--- src/rtl/ysyx_22050368_pipe_ctrl_if.sv ---
// Redirect/stall request bundle between the pipeline stages and the pipeline control unit.
// The master side raises requests; the slave side (pipe_ctrl) returns the PC/pipeline controls.
interface ysyx_22050368_pipe_ctrl_if #(
    parameter int ADDR_W = 64
);
    logic              ex_jump_i;
    logic [ADDR_W-1:0] ex_jump_addr_i;
    logic              ex_hold_i;
    logic              int_req_i;
    logic [ADDR_W-1:0] int_addr_i;
    logic              ifu_busy_i;
    logic              lsu_busy_i;
    logic              jump_flag_o;
    logic [ADDR_W-1:0] jump_addr_o;
    logic [2:0]        hold_flag_o;
    logic              int_ack_o;

    modport master (
        output ex_jump_i, ex_jump_addr_i, ex_hold_i, int_req_i, int_addr_i,
               ifu_busy_i, lsu_busy_i,
        input  jump_flag_o, jump_addr_o, hold_flag_o, int_ack_o
    );

    modport slave (
        input  ex_jump_i, ex_jump_addr_i, ex_hold_i, int_req_i, int_addr_i,
               ifu_busy_i, lsu_busy_i,
        output jump_flag_o, jump_addr_o, hold_flag_o, int_ack_o
    );
endinterface

--- src/rtl/ysyx_22050368_pipe_ctrl.sv ---
// Pipeline control: merges execute/interrupt redirects with stall sources and defers
// any redirect that arrives under an outstanding instruction fetch until the fetch completes.
module ysyx_22050368_pipe_ctrl #(
    parameter int ADDR_W = 64,
    parameter int CNT_W  = 32
) (
    input  logic                       clk,
    input  logic                       rst,
    ysyx_22050368_pipe_ctrl_if.slave   bus,
    output logic [CNT_W-1:0]           stall_cnt_o
);
    localparam logic [0:0] RUN        = 1'b0;
    localparam logic [0:0] WAIT_FETCH = 1'b1;

    localparam logic [2:0] HOLD_NONE = 3'd0;
    localparam logic [2:0] HOLD_IF   = 3'd2;
    localparam logic [2:0] HOLD_ID   = 3'd3;

    logic [0:0]        st_q, st_d;
    logic [ADDR_W-1:0] pend_addr_q, pend_addr_d;
    logic              pend_int_q, pend_int_d;
    logic [CNT_W-1:0]  stall_cnt_q, stall_cnt_d;

    logic              int_elig;
    logic [2:0]        hold_lvl;
    logic              eff_valid;
    logic              eff_int;
    logic [ADDR_W-1:0] eff_addr;
    logic              issue;

    always_comb begin
        int_elig = bus.int_req_i & ~bus.lsu_busy_i & ~bus.ex_hold_i;

        if (bus.lsu_busy_i || bus.ex_hold_i || (st_q == WAIT_FETCH)) begin
            hold_lvl = HOLD_ID;
        end else if (bus.ifu_busy_i) begin
            hold_lvl = HOLD_IF;
        end else begin
            hold_lvl = HOLD_NONE;
        end

        // In WAIT_FETCH the pending slot is first updated by any overriding source, so the
        // redirect issued when the fetch drops already reflects same-cycle arrivals.
        eff_valid = 1'b0;
        eff_int   = 1'b0;
        eff_addr  = '0;
        if (st_q == RUN) begin
            eff_valid = int_elig | bus.ex_jump_i;
            eff_int   = int_elig;
            if (int_elig) begin
                eff_addr = bus.int_addr_i;
            end else if (bus.ex_jump_i) begin
                eff_addr = bus.ex_jump_addr_i;
            end
        end else begin
            eff_valid = 1'b1;
            eff_int   = pend_int_q;
            eff_addr  = pend_addr_q;
            if (!pend_int_q) begin
                if (int_elig) begin
                    eff_int  = 1'b1;
                    eff_addr = bus.int_addr_i;
                end else if (bus.ex_jump_i) begin
                    eff_addr = bus.ex_jump_addr_i;
                end
            end
        end

        issue = eff_valid & ~bus.ifu_busy_i & ~rst;

        bus.jump_flag_o = issue;
        bus.jump_addr_o = issue ? eff_addr : '0;
        bus.int_ack_o   = issue & eff_int;
        bus.hold_flag_o = rst ? HOLD_NONE : hold_lvl;
        stall_cnt_o     = rst ? '0 : stall_cnt_q;

        if (eff_valid && bus.ifu_busy_i) begin
            st_d        = WAIT_FETCH;
            pend_addr_d = eff_addr;
            pend_int_d  = eff_int;
        end else begin
            st_d        = RUN;
            pend_addr_d = pend_addr_q;
            pend_int_d  = 1'b0;
        end

        stall_cnt_d = stall_cnt_q;
        if ((hold_lvl != HOLD_NONE) && (stall_cnt_q != '1)) begin
            stall_cnt_d = stall_cnt_q + 1'b1;
        end
    end

    always_ff @(posedge clk) begin
        if (rst) begin
            st_q        <= RUN;
            pend_addr_q <= '0;
            pend_int_q  <= 1'b0;
            stall_cnt_q <= '0;
        end else begin
            st_q        <= st_d;
            pend_addr_q <= pend_addr_d;
            pend_int_q  <= pend_int_d;
            stall_cnt_q <= stall_cnt_d;
        end
    end
endmodule

--- src/flat_wrapper.sv ---
// flat-port wrapper written by rule: the top's interface ports become plain ports
module ysyx_22050368_pipe_ctrl_flat 
#(
    parameter int ADDR_W = 64,
    parameter int CNT_W  = 32
)
  (clk, rst, stall_cnt_o, bus_ex_jump_i, bus_ex_jump_addr_i, bus_ex_hold_i, bus_int_req_i, bus_int_addr_i, bus_ifu_busy_i, bus_lsu_busy_i, bus_jump_flag_o, bus_jump_addr_o, bus_hold_flag_o, bus_int_ack_o);
  ysyx_22050368_pipe_ctrl_if #(.ADDR_W(ADDR_W)) bus_i ();
  input  logic clk;
  input  logic rst;
  output logic [CNT_W-1:0] stall_cnt_o;
  input wire logic [$bits(bus_i.ex_jump_i)-1:0] bus_ex_jump_i;
  input wire logic [$bits(bus_i.ex_jump_addr_i)-1:0] bus_ex_jump_addr_i;
  input wire logic [$bits(bus_i.ex_hold_i)-1:0] bus_ex_hold_i;
  input wire logic [$bits(bus_i.int_req_i)-1:0] bus_int_req_i;
  input wire logic [$bits(bus_i.int_addr_i)-1:0] bus_int_addr_i;
  input wire logic [$bits(bus_i.ifu_busy_i)-1:0] bus_ifu_busy_i;
  input wire logic [$bits(bus_i.lsu_busy_i)-1:0] bus_lsu_busy_i;
  output wire logic [$bits(bus_i.jump_flag_o)-1:0] bus_jump_flag_o;
  output wire logic [$bits(bus_i.jump_addr_o)-1:0] bus_jump_addr_o;
  output wire logic [$bits(bus_i.hold_flag_o)-1:0] bus_hold_flag_o;
  output wire logic [$bits(bus_i.int_ack_o)-1:0] bus_int_ack_o;
  assign bus_i.ex_jump_i = bus_ex_jump_i;
  assign bus_i.ex_jump_addr_i = bus_ex_jump_addr_i;
  assign bus_i.ex_hold_i = bus_ex_hold_i;
  assign bus_i.int_req_i = bus_int_req_i;
  assign bus_i.int_addr_i = bus_int_addr_i;
  assign bus_i.ifu_busy_i = bus_ifu_busy_i;
  assign bus_i.lsu_busy_i = bus_lsu_busy_i;
  assign bus_jump_flag_o = bus_i.jump_flag_o;
  assign bus_jump_addr_o = bus_i.jump_addr_o;
  assign bus_hold_flag_o = bus_i.hold_flag_o;
  assign bus_int_ack_o = bus_i.int_ack_o;
  ysyx_22050368_pipe_ctrl #(.ADDR_W(ADDR_W), .CNT_W(CNT_W)) u_core (.clk(clk), .rst(rst), .bus(bus_i), .stall_cnt_o(stall_cnt_o));
endmodule
--- config.mk ---
export PLATFORM = sky130hd
export DESIGN_NAME = ysyx_22050368_pipe_ctrl_flat
export DESIGN_NICKNAME = d
export VERILOG_FILES = /design/src/rtl/ysyx_22050368_pipe_ctrl_if.sv /design/src/rtl/ysyx_22050368_pipe_ctrl.sv /design/src/flat_wrapper.sv
export SDC_FILE = /design/constraint.sdc
export NUM_CORES = 1
export LEC_CHECK = 0
export BUFFER_PORTS_ARGS = -buffer_cell sky130_fd_sc_hd__clkbuf_2
export CORE_ASPECT_RATIO = 0.5
export CORE_MARGIN = 2
export CORE_UTILIZATION = 52
export CTS_BUF_LIST = sky130_fd_sc_hd__clkbuf_4
export CTS_CLUSTER_SIZE = 20
export DETAILED_ROUTE_END_ITERATION = 6
export GPL_ROUTABILITY_DRIVEN = 0
export PLACE_DENSITY = 0.95
export SLEW_MARGIN = 25
export SYNTH_ARGS = -nofsm -noshare
export SYNTH_HDL_FRONTEND = slang
export SYNTH_SLANG_ARGS = --single-unit
--- constraint.sdc ---
create_clock -name clk -period 6 [get_ports clk]
set_input_delay 0.9 -clock clk [delete_from_list [all_inputs] [get_ports clk]]
set_output_delay 0.9 -clock clk [all_outputs]
set_load 0.02 [all_outputs]
==> impl_metrics.json, run 1 <==
{
  "synthSimpleGateAreaFrac_pct": 25.0,
  "detail_route.drc_violations": 18,
  "worst_skew_pair.late_latency_ps": 440,
  "path_class": "in -> out",
  "post-cts-setup-buffer-count": 0,
  "grt_first_pass_wirelength_um": 23300,
  "hold_viol": 0,
  "synth_compound_area_share_pct": 26.0,
  "clk_path_buf_depth": 2,
  "die_height_um": 73.7,
  "finish.net_count": 934,
  "initial_core_util_pct": 53.4,
  "syn_area_per_cell_um2": 8.23,
  "hold_path.class": "reg -> reg",
  "antenna_violating_nets_post_route": 0,
  "timing.clock.skew_ps": 7.19,
  "postSynthCellCount": 613,
  "critical_path.endpoint_type": "output port",
  "cellPowerDensity_nw_per_um2": 204,
  "first_drt_pass_iteration_count": 7,
  "sequential_element_share_of_the_synthesized_area_pct": 38.9,
  "antenna_cell_count": 0,
  "synthArstFlopShare_pct": 0,
  "clock-root-buffer": "clkbuf_4",
  "layout.cells.most_common": "clkbuf_2",
  "area_growth_pct": 25.2,
  "layout_setup_ws_ps": 2180,
  "tritoncts_clock_tree": "done",
  "period_minus_slack_ps": 3820,
  "pin_count_of_the_biggest_net_entering_global_routing": 108,
  "yosys_register_bits": 98,
  "nFillCells": 814,
  "ctsHoldBuffers": 0,
  "met3_usage_pct": 5.15,
  "fin_worst_hold_slack_ps": 512,
  "yosys_most_used_dff": "dfxtp_1",
  "post-synth-top-area-fraction_pct": 38.9,
  "cts_resized": 0,
  "yosys.area_share.adder_pct": 0.248,
  "most-common-layout-cells": "clkbuf_2, nor2_1, dfxtp_1",
  "postLayoutCellArea_um2": 6320,
  "detail_route.iter0.violations": 734,
  "yosysWarningCount": 0,
  "numClockSinks": 98,
  "clkSlewWorstSetupHoldPaths_ps": 140,
  "ys_top_cells_by_area": "dfxtp_1, a222oi_1, nor2_1, a211oi_1, clkbuf_1",
  "fp.dieArea_um2": 10600,
  "worst-endpoint-arrival_ps": 2920,
  "fin_cells": 938,
  "cts_bufs_inserted": 9,
  "boundaryPins": 236,
  "worst_slew_margin_rel_pct": 32.7,
  "main_combinational_cell_family_by_area_after_synthesis": "compound AO/OA/AOI/OAI gates",
  "path_max_fanout": 38,
  "global_route.peak_usage_layer": "met2",
  "failed_checks": "design-rule violations",
  "post_synth_mux_area_share_pct": 2.95,
  "fp.coreArea_um2": 9450,
  "worst_pin_slew_ps": 1010,
  "crit_required_ps": 5100,
  "fraction_of_layout_instances_using_a_drive_strength_above_1_pct": 34.2,
  "p_total_mw": 1.29,
  "place_worst_setup_slack_ps": 2200,
  "grtUsageMet2_pct": 49.7,
  "syn-cell-area_um2": 5050,
  "grt_pass1_vias": 5197,
  "run_status": "finished with violations",
  "grt_util_met1_pct": 32.3,
  "synth_xor_xnor_area_share_pct": 1.04,
  "grt_overflow": 0,
  "synth_enable_flop_cells": 0,
  "power_leakage_nw": 2.74,
  "detail_routed_via_count_per_cell": 5.95,
  "final_util_pct": 66.9,
  "yosys.cell_types.count": 44,
  "wirelength_um": 14600,
  "core.rowCount": 25,
  "timing.max_cap.violations": 0,
  "dpl.hpwl_um": 10000,
  "detail_route.wl_per_cell_um": 15.6,
  "h-tree-depth": 3,
  "io_buffers": 234,
  "synth.largest_area_cell": "dfxtp_1",
  "final.period_utilization_pct": 63.7,
  "setup_repair_after_global_routing_missed_its_margin": "false",
  "setup_tns_ps": 0,
  "grt_usage_pct": 27.3,
  "die-width_um": 143,
  "peakVddDrop_uv": 94.7,
  "synth_fp_nets": 749,
  "timing.final.max_slew_violations": 0,
  "detailed_place.area_um2": 6180,
  "maxClockFrequency_ghz": 0.262,
  "timing.final.setup_violations": 0,
  "worstSetupStartpointType": "input pin",
  "placedCellCount": 922,
  "dr_total_vias": 5577,
  "antenna_found_initial": 0
}
-- final timing paths --
| kind | from | endpoint | slack [ps] | cells after the start |
|---|---|---|---|---|
| worst min-delay path | u_core.pend_addr_q[35]$_SDFFE_PP0P_ | u_core.pend_addr_q[35]$_SDFFE_PP0P_ | 510 | 2 |
| worst max-delay path | bus_lsu_busy_i | bus_jump_addr_o[56] | 2180 | 8 |
| worst max register to register | u_core.st_q$_SDFF_PP0_ | u_core.pend_addr_q[2]$_SDFFE_PP0P_ | 3560 | 5 |
| worst min register to register | u_core.pend_addr_q[35]$_SDFFE_PP0P_ | u_core.pend_addr_q[35]$_SDFFE_PP0P_ | 510 | 2 |
-- cells in the mapped netlist, drive strengths merged, types with 8 or more instances --
cell type    n
nor3         8
buf         11
clkbuf      53
nor2       158
nor2b       29
nand4       10
a222oi      64
or4          9
dfxtp       98
and3         9
a211oi      67
mux2        12
o21ai        9
nand3       10
nand2       22
-- metal layers --
metal | wire length, um | up-vias | part of all wire, %
met4 | 322 | 0 | 2.2
met1 | 5980 | 2618 | 41
met3 | 907 | 33 | 6.2
li1 | - | 2702 | -
met5 | 0 | - | 0
met2 | 7430 | 224 | 51
-- cells by family (layout without fill, tap and decap cells) --
kind of cell	after synthesis	after routing
other	1	1
buffers and inverters	71	261
AO/OA/AOI/OAI	155	155
adder cells (fa/ha/maj)	1	1
flip-flops	98	98
XOR/XNOR	6	6
AND/OR/NAND/NOR	268	268
multiplexers	13	13
-- flip-flops by register name (all words and copies together), names as in the netlist --
name	count
u_core.stall_cnt_q	32
u_core.st_q	1
u_core.pend_addr_q	64
u_core.pend_int_q	1
-- where the power goes --
group / internal [mW] / leakage [nW] / switching, mW / total, mW
clock: 0.129 / 0.0675 / 0.213 / 0.341
sequential: 0.687 / 0.803 / 0.0211 / 0.708
combinational: 0.0975 / 1.87 / 0.142 / 0.240
total: 0.913 / 2.74 / 0.376 / 1.29
-- area by class of cell --
cell class / count / area (um^2) / share of cell area (%)
clock buffer: 10 / 75.1 / 1.19
clock inverter: 6 / 57.6 / 0.911
inverter: 7 / 26.3 / 0.416
multi-input combinational: 444 / 2820 / 44.7
sequential: 98 / 1960 / 31.1
tap: 135 / 169 / 2.67
timing repair buffer: 238 / 1200 / 19.1
-- worst max-delay path: stages --
cell	delay, ps
clkbuf_2	110
nor2_1	100
nand2_1	130
a21oi_4	600
buf_4	500
a222oi_1	160
nor2_1	190
clkbuf_2	190
(Power assumes the default switching activity.)
==> run 2: changes to the inputs <==
- CORE_UTILIZATION: 52 -> 48
- PLACE_DENSITY: 0.95 -> 0.91
- clock period: 6 -> 3.7 ns (I/O delays scaled with it)
==> impl_metrics.json, run 2 (same netlist as run 1, synthesis figures left out) <==
{
  "run_status": "finished with violations",
  "failed_checks": "design-rule violations",
  "die_height_um": 76.5,
  "final_util_pct": 61.9,
  "fp.coreArea_um2": 10200,
  "finish.net_count": 937,
  "antenna_found_initial": 0,
  "worstSetupStartpointType": "input pin",
  "timing.final.max_slew_violations": 0,
  "dr_total_vias": 5543,
  "nFillCells": 904,
  "layout.cells.most_common": "clkbuf_2",
  "antenna_cell_count": 0,
  "timing.clock.skew_ps": 14.7,
  "clock-root-buffer": "clkbuf_4",
  "clk_path_buf_depth": 2,
  "detail_route.drc_violations": 10,
  "layout_top_registers": "u_core.pend_addr_q: 64 flops, u_core.stall_cnt_q: 32 flops",
  "multi_input_area_um2": 2820,
  "clkSlewWorstSetupHoldPaths_ps": 140,
  "peakVddDrop_uv": 138,
  "fp.dieArea_um2": 11400,
  "registers.top_by_ff_count": "u_core.pend_addr_q",
  "power_leakage_nw": 2.75,
  "cts_resized": 0,
  "hold_path.class": "in -> reg",
  "timing.max_cap.violations": 0,
  "detail_route.iter0.violations": 606,
  "fin_worst_hold_slack_ps": 502,
  "die-width_um": 149,
  "period_minus_slack_ps": 2930,
  "fraction_of_layout_instances_using_a_drive_strength_above_1_pct": 34.4,
  "cellPowerDensity_nw_per_um2": 320,
  "grt_first_pass_wirelength_um": 23700,
  "timing.final.setup_violations": 0,
  "tritoncts_clock_tree": "done",
  "post-cts-setup-buffer-count": 0,
  "dpl.hpwl_um": 10600,
  "numClockSinks": 98,
  "antenna_violating_nets_post_route": 0,
  "most-common-layout-cells": "clkbuf_2, nor2_1, dfxtp_1",
  "cts_bufs_inserted": 9,
  "layout_setup_ws_ps": 767,
  "initial_core_util_pct": 49.4,
  "ctsHoldBuffers": 0,
  "fin_cells": 946,
  "path_max_fanout": 64,
  "worst-endpoint-arrival_ps": 2380,
  "area_growth_pct": 25.3,
  "detail_routed_via_count_per_cell": 5.86,
  "pin_count_of_the_biggest_net_entering_global_routing": 87,
  "worst_slew_margin_rel_pct": 48.7,
  "wirelength_um": 14700,
  "io_buffers": 234,
  "h-tree-depth": 3,
  "postLayoutCellArea_um2": 6320,
  "worst_pin_slew_ps": 769,
  "grt_pass1_vias": 5102,
  "path_class": "in -> out",
  "final.period_utilization_pct": 79.3,
  "worst_skew_pair.late_latency_ps": 430,
  "setup_repair_after_global_routing_missed_its_margin": "false",
  "core.rowCount": 26,
  "first_drt_pass_iteration_count": 7,
  "boundaryPins": 236,
  "grt_overflow": 0,
  "detail_route.wl_per_cell_um": 15.5,
  "setup_tns_ps": 0,
  "p_total_mw": 2.02,
  "crit_required_ps": 3140,
  "placedCellCount": 930,
  "detailed_place.area_um2": 6210,
  "seq_area_um2": 1960,
  "grt_usage_pct": 25.1,
  "maxClockFrequency_ghz": 0.341,
  "hold_viol": 0,
  "place_worst_setup_slack_ps": 581,
  "largest_reg_flops": 64,
  "critical_path.endpoint_type": "output port"
}
-- run 2: cell count changes in the layout (fill, tap and decap cells not counted) --
cell / previous run / this run
clkinv_1: 2 / 3
bufinv_16: 1 / 0
clkinv_4: 0 / 2
clkinvlp_4: 2 / 0
buf_4: 5 / 8
-- run 2: path summary, 6_finish.rpt --
kind / start / endpoint / slack (ps) / cells past startpoint
worst max-delay path: bus_lsu_busy_i / bus_jump_addr_o[45] / 770 / 7
worst min register to register: u_core.pend_addr_q[49]$_SDFFE_PP0P_ / u_core.pend_addr_q[49]$_SDFFE_PP0P_ / 510 / 2
worst max register to register: u_core.stall_cnt_q[0]$_SDFFE_PP0P_ / u_core.stall_cnt_q[18]$_SDFFE_PP0P_ / 1490 / 6
worst min-delay path: bus_int_addr_i[26] / u_core.pend_addr_q[26]$_SDFFE_PP0P_ / 500 / 3
-- run 2: critical path, stage by stage --
cell and delay, ps:
clkbuf_2 120, nor3b_1 300, nor2_1 90, o21a_4 400
a222oi_1 610, nor2_1 80, clkbuf_2 180
-- run 2: power breakdown --
part,internal [mW],total [mW],switching (mW)
registers,1.11,1.15,0.0362
clock network,0.141,0.481,0.340
logic,0.159,0.389,0.230
-- run 2: cell type report --
| class | instances | area share, % |
|---|---|---|
| flip-flops and latches | 98 | 31.0 |
| clock inverters | 6 | 0.534 |
| repair buffers | 241 | 19.4 |
| multi-input cells | 444 | 44.7 |
| inverters | 7 | 0.416 |
| clock buffers | 10 | 1.19 |
| well taps | 140 | 2.77 |
-- run 2: layer usage --
| layer | track usage [%] | share of wire [%] | vias to the layer above |
|---|---|---|---|
| li1 | - | - | 2698 |
| met1 | 30.3 | 41 | 2588 |
| met2 | 43.5 | 50 | 217 |
| met3 | 5.51 | 6.4 | 40 |
| met4 | 10.3 | 2.3 | 0 |
| met5 | 0 | 0 | - |
